<file path="src/rtl/nibble_serial_add_ctrl.sv">
// Two-requester arbiter that runs WORD_W-bit additions through one shared
// 4-bit adder, one nibble per cycle, LSB first, and returns {carry, sum}.

module adder_4bit (
    input  logic [3:0] a,
    input  logic [3:0] b,
    input  logic       cin,
    output logic [3:0] sum,
    output logic       cout
);
    assign {cout, sum} = {1'b0, a} + {1'b0, b} + {4'b0000, cin};
endmodule

module nibble_serial_add_ctrl #(
    parameter int WORD_W = 16
) (
    input  logic              clk,
    input  logic              rst_n,
    input  logic              req0_valid,
    output logic              req0_ready,
    input  logic [WORD_W-1:0] req0_a,
    input  logic [WORD_W-1:0] req0_b,
    input  logic              req0_cin,
    input  logic              req1_valid,
    output logic              req1_ready,
    input  logic [WORD_W-1:0] req1_a,
    input  logic [WORD_W-1:0] req1_b,
    input  logic              req1_cin,
    output logic              rsp_valid,
    input  logic              rsp_ready,
    output logic              rsp_id,
    output logic [WORD_W-1:0] rsp_sum,
    output logic              rsp_carry,
    output logic              busy
);
    localparam int NIB   = WORD_W / 4;
    localparam int IDX_W = (NIB > 1) ? $clog2(NIB) : 1;
    localparam logic [IDX_W-1:0] LAST_IDX = IDX_W'(NIB - 1);

    typedef enum logic [1:0] {IDLE, CALC, RESP} state_t;

    state_t              state_q, state_d;
    logic                ptr_q, ptr_d;
    logic [WORD_W-1:0]   a_q, a_d;
    logic [WORD_W-1:0]   b_q, b_d;
    logic                carry_q, carry_d;
    logic [IDX_W-1:0]    nib_idx_q, nib_idx_d;
    logic [WORD_W-1:0]   result_q, result_d;
    logic                id_q, id_d;
    logic                rsp_valid_q, rsp_valid_d;
    logic [WORD_W-1:0]   rsp_sum_q, rsp_sum_d;
    logic                rsp_carry_q, rsp_carry_d;
    logic                rsp_id_q, rsp_id_d;
    logic                busy_q, busy_d;

    logic                grant0, grant1;
    logic [3:0]          add_a, add_b, add_sum;
    logic                add_cout;

    // The pointer only breaks ties; a lone valid requester always wins.
    assign grant0 = req0_valid && (!req1_valid || !ptr_q);
    assign grant1 = req1_valid && (!req0_valid ||  ptr_q);

    assign req0_ready = rst_n && (state_q == IDLE) && grant0;
    assign req1_ready = rst_n && (state_q == IDLE) && grant1;

    always_comb begin
        add_a = 4'h0;
        add_b = 4'h0;
        for (int i = 0; i < NIB; i++) begin
            if (nib_idx_q == IDX_W'(i)) begin
                add_a = a_q[4*i +: 4];
                add_b = b_q[4*i +: 4];
            end
        end
    end

    adder_4bit u_adder (
        .a    (add_a),
        .b    (add_b),
        .cin  (carry_q),
        .sum  (add_sum),
        .cout (add_cout)
    );

    always_comb begin
        state_d     = state_q;
        ptr_d       = ptr_q;
        a_d         = a_q;
        b_d         = b_q;
        carry_d     = carry_q;
        nib_idx_d   = nib_idx_q;
        result_d    = result_q;
        id_d        = id_q;
        rsp_valid_d = rsp_valid_q;
        rsp_sum_d   = rsp_sum_q;
        rsp_carry_d = rsp_carry_q;
        rsp_id_d    = rsp_id_q;

        unique case (state_q)
            IDLE: begin
                if (grant0 || grant1) begin
                    a_d       = grant1 ? req1_a   : req0_a;
                    b_d       = grant1 ? req1_b   : req0_b;
                    carry_d   = grant1 ? req1_cin : req0_cin;
                    id_d      = grant1;
                    ptr_d     = !grant1;
                    nib_idx_d = '0;
                    result_d  = '0;
                    state_d   = CALC;
                end
            end
            CALC: begin
                for (int i = 0; i < NIB; i++) begin
                    if (nib_idx_q == IDX_W'(i)) begin
                        result_d[4*i +: 4] = add_sum;
                    end
                end
                carry_d   = add_cout;
                nib_idx_d = nib_idx_q + IDX_W'(1);
                if (nib_idx_q == LAST_IDX) begin
                    nib_idx_d   = '0;
                    rsp_valid_d = 1'b1;
                    rsp_sum_d   = result_d;
                    rsp_carry_d = add_cout;
                    rsp_id_d    = id_q;
                    state_d     = RESP;
                end
            end
            RESP: begin
                // Returning to IDLE here means the next grant is a cycle later.
                if (rsp_ready) begin
                    rsp_valid_d = 1'b0;
                    state_d     = IDLE;
                end
            end
            default: state_d = IDLE;
        endcase

        busy_d = (state_d != IDLE);
    end

    always_ff @(posedge clk) begin
        if (!rst_n) begin
            state_q     <= IDLE;
            ptr_q       <= 1'b0;
            a_q         <= '0;
            b_q         <= '0;
            carry_q     <= 1'b0;
            nib_idx_q   <= '0;
            result_q    <= '0;
            id_q        <= 1'b0;
            rsp_valid_q <= 1'b0;
            rsp_sum_q   <= '0;
            rsp_carry_q <= 1'b0;
            rsp_id_q    <= 1'b0;
            busy_q      <= 1'b0;
        end else begin
            state_q     <= state_d;
            ptr_q       <= ptr_d;
            a_q         <= a_d;
            b_q         <= b_d;
            carry_q     <= carry_d;
            nib_idx_q   <= nib_idx_d;
            result_q    <= result_d;
            id_q        <= id_d;
            rsp_valid_q <= rsp_valid_d;
            rsp_sum_q   <= rsp_sum_d;
            rsp_carry_q <= rsp_carry_d;
            rsp_id_q    <= rsp_id_d;
            busy_q      <= busy_d;
        end
    end

    assign rsp_valid = rsp_valid_q;
    assign rsp_sum   = rsp_sum_q;
    assign rsp_carry = rsp_carry_q;
    assign rsp_id    = rsp_id_q;
    assign busy      = busy_q;

endmodule
</file>
<file path="config.mk">
export PLATFORM = sky130hd
export DESIGN_NAME = nibble_serial_add_ctrl
export DESIGN_NICKNAME = d
export VERILOG_FILES = /design/src/rtl/nibble_serial_add_ctrl.sv
export SDC_FILE = /design/constraint.sdc
export NUM_CORES = 1
export LEC_CHECK = 0
export BUFFER_PORTS_ARGS = -buffer_cell sky130_fd_sc_hd__buf_2
export CORE_ASPECT_RATIO = 1.75
export CORE_MARGIN = 2
export CORE_UTILIZATION = 45
export CTS_BUF_LIST = sky130_fd_sc_hd__clkbuf_4
export CTS_CLUSTER_DIAMETER = 40
export DETAILED_ROUTE_END_ITERATION = 8
export GPL_TIMING_DRIVEN = 1
export PLACE_DENSITY = 0.7
export SLEW_MARGIN = 30
export SYNTH_ARGS = -nofsm -noshare
export SYNTH_HDL_FRONTEND = slang
export SYNTH_SLANG_ARGS = --single-unit
</file>
<file path="constraint.sdc">
create_clock -name clk -period 3.4 [get_ports clk]
set_input_delay 0.68 -clock clk [delete_from_list [all_inputs] [get_ports clk]]
set_output_delay 0.68 -clock clk [all_outputs]
set_load 0.02 [all_outputs]
</file>
==> impl_summary.log <==
INFO  metric ctsRootBufferMaster = clkbuf_4
INFO  metric yosysWarningCount = 0
INFO  metric tritoncts_buffer_count = 9
INFO  metric layout_worst_path_cycle_share = 89.9%
INFO  metric timing.clock.skew = 0.0194 ns
INFO  metric dr.pass1.iters = 8
INFO  metric coreArea = 7460 um^2
INFO  metric dr.first_iter.drc_count = 251
INFO  metric final_layout_size_suffix_gt1_share = 26.6%
INFO  metric number_of_setup_violations_in_the_final_report = 0
INFO  metric synth_top_area_cell = dfxtp_1
INFO  metric run_status = complete, no violations
INFO  metric grt_start_max_net_pins = 52
INFO  metric ys_types = 43
INFO  metric post_synth_instance_area = 3410 um^2
INFO  metric setup-tns-final = 0 ns
INFO  metric gpl.final_weighted_congestion = 0.934
INFO  metric worst_hold_slack = 0.462 ns
INFO  metric max_freq = 0.327 GHz
INFO  metric rows = 42
INFO  metric n_fill_cell = 726
INFO  metric max_transition_viols_final = 0
INFO  metric first_global_vias = 2994
INFO  metric drt_drc_violations_left = 0
INFO  metric dr_vias_cell = 5.74
INFO  metric timing.max_slew.rel_slack = 53.8%
INFO  metric maxcap_viol_count = 0
INFO  metric dpl_cell_area = 3880 um^2
INFO  metric ctsLongestPathBuffers = 2
INFO  metric mostFrequentLayoutCells = buf_2, dfxtp_1, nand2_1
INFO  metric final_cell_area = 4020 um^2
INFO  metric rsz0062_at_grt = false
INFO  metric route.vias.total = 3141
INFO  metric post-layout-total-power = 0.00176 W
INFO  metric cts.hold.buffers_added = 0
INFO  metric floorplan.io_pins = 93
INFO  metric critPathRequiredTime = 3.75 ns
INFO  metric grt_first_pass_wirelength = 14.3 mm
INFO  metric design.die.area = 8310 um^2
INFO  metric synth_top_cells_by_area = dfxtp_1, a222oi_1, nor2b_1
INFO  metric global_route.usage.total = 21.5%
INFO  metric setup.worst_path.end_class = flop
INFO  metric power_per_cell_area = 439 nW/um^2
INFO  metric leakagePower = 1.70 nW
INFO  metric critPathArrivalTime = 3.40 ns
INFO  metric layout_commonest_cell = buf_2
INFO  metric critPathMaxFanout = 11
INFO  metric synth_sequential_area_ratio = 41.7%
INFO  metric totalWireLength = 8.68 mm
INFO  metric peakVddDrop = 0.230 mV
INFO  metric setup_ws = 0.345 ns
INFO  metric timing.final.hold_violations = 0
INFO  metric die_h = 119 um
INFO  metric initial_utilization = 45.7%
INFO  metric finalNetCount = 535
INFO  metric number_of_nets_produced_by_synthesis = 460
INFO  metric wl_per_cell = 15.9 um
INFO  metric tritoncts = yes
INFO  metric worst_path_clk_slew = 0.11 ns
INFO  metric insertion_delay = 0.44 ns
INFO  metric worst_hold_path_type = input port to flop
INFO  metric tightestPinTransition = 0.692 ns
INFO  metric min_period = 3.06 ns
INFO  metric ant_nets = 0
INFO  metric synthesis.area_per_instance = 8.97 um^2
INFO  metric critical_path_type = flop to flop
INFO  metric top_reg_cell_synth = dfxtp_1
INFO  metric cts_max_level = 3
INFO  metric cts.sinks = 71
INFO  metric syn_to_final_growth = 17.8%
INFO  metric grt_antenna_before_repair = 1
INFO  metric critical_path.startpoint_type = flop
INFO  metric io_buffers = 92
INFO  metric place_hpwl = 6.37 mm
INFO  metric synth_top_area_share = 41.7%
INFO  metric synth-seq-cells = 71
INFO  metric synthArstFlopShare = 0%
INFO  metric globalRouteOverflowTotal = 0
INFO  metric edff_count_synth = 0
INFO  metric syn_inst = 380
INFO  metric die_x = 69.8 um
INFO  metric pre_cts_slack = 0.298 ns
-- registers in the layout, indices dropped and copies added (netlist names) --
register	flops
a_q	16
b_q	16
busy	1
carry_q	1
id_q	1
nib_idx_q	2
ptr_q	1
result_q	12
rsp_carry	1
rsp_id	1
rsp_sum	16
rsp_valid	1
state_q	2
-- cell usage after synthesis, types with 2 or more instances --
cell	count
dfxtp_1	71
nand2_1	44
nor2b_1	41
a222oi_1	28
clkbuf_1	20
a21oi_1	18
o21ai_0	18
buf_2	12
a21boi_0	11
nand3_1	11
nand3b_1	11
nor2_1	9
ha_1	7
inv_1	7
o211ai_1	7
a22oi_1	6
and3_1	6
mux2i_1	5
a221o_1	4
a31oi_1	4
o211a_1	4
a21o_1	3
a32oi_1	3
and2_1	2
and3b_1	2
buf_1	2
buf_6	2
fa_1	2
nor3_1	2
o211ai_2	2
o21a_1	2
or3b_1	2
xnor2_1	2
-- path summary, 6_finish.rpt --
path | start | to | slack (ns) | cells after the start
max | nib_idx_q[1] | carry_q | 0.34 | 13
min | req0_b[12] | b_q[12] | 0.46 | 2
max reg2reg | nib_idx_q[1] | carry_q | 0.34 | 13
min reg2reg | rsp_sum[2] | rsp_sum[2] | 0.47 | 2
-- layout make-up --
class                      instances  area (um^2)  area share [%]
multi-input combinational        265         1800            44.9
sequential                        71         1420            35.4
timing repair buffer             101          528            13.2
tap                               88          110            2.74
clock buffer                      12         90.1            2.24
clock inverter                     2         33.8           0.841
inverter                           7         26.3           0.654
antenna                            1         2.50          0.0623
-- worst max-delay path, stage by stage, from the launching register on --
cell	delay, ns
dfxtp_1	0.40
inv_1	0.08
ha_1	0.30
buf_4	0.22
a21oi_1	0.16
o21ai_0	0.09
mux2i_1	0.24
fa_1	0.25
inv_1	0.06
fa_1	0.42
a21o_1	0.18
a21oi_1	0.21
nor2_1	0.06
o31a_1	0.28
-- layer usage --
layer	share of wire [%]	GRT usage (%)
met2	54	38.8
met1	38	23.7
met5	0	0
met4	2.5	11.3
met3	5.0	3.47
-- report_power, final --
| group | switching, W | internal, W |
|---|---|---|
| sequential | 0.0000342 | 0.000876 |
| clock | 0.000280 | 0.000240 |
| combinational | 0.000185 | 0.000149 |
-- timing repair --
action                                  4_1_cts  5_1_grt
endpoints found under the setup margin        0        3
setup buffers                                 0        0
gates resized for setup                       0        1
-- kinds of logic (layout without fill, tap and decap cells) --
kind of cell / count (synthesis) / after routing / share of synthesized area [%]
AOI/OAI and AO/OA: 112 / 112 / 25.0
xor gates and xnor gates: 2 / 2 / 0.514
adders and majority gates: 9 / 9 / 3.75
buffers and inverters: 44 / 122 / 5.84
DFF: 71 / 71 / 41.7
muxes: 5 / 5 / 1.47
other: 0 / 1 / 0
and+or+nand+nor: 137 / 137 / 21.7
-- stage by stage --
| stage | std cells | utilization (%) |
|---|---|---|
| after global routing | 547 | 53.8 |
| after detailed placement | 532 | 52.0 |
| after CTS | 546 | 53.7 |
| after global placement | 532 | 52.0 |
| final | 547 | 53.8 |
| after floorplan | 380 | - |
Note: power is estimated with default switching activity, not from simulation.
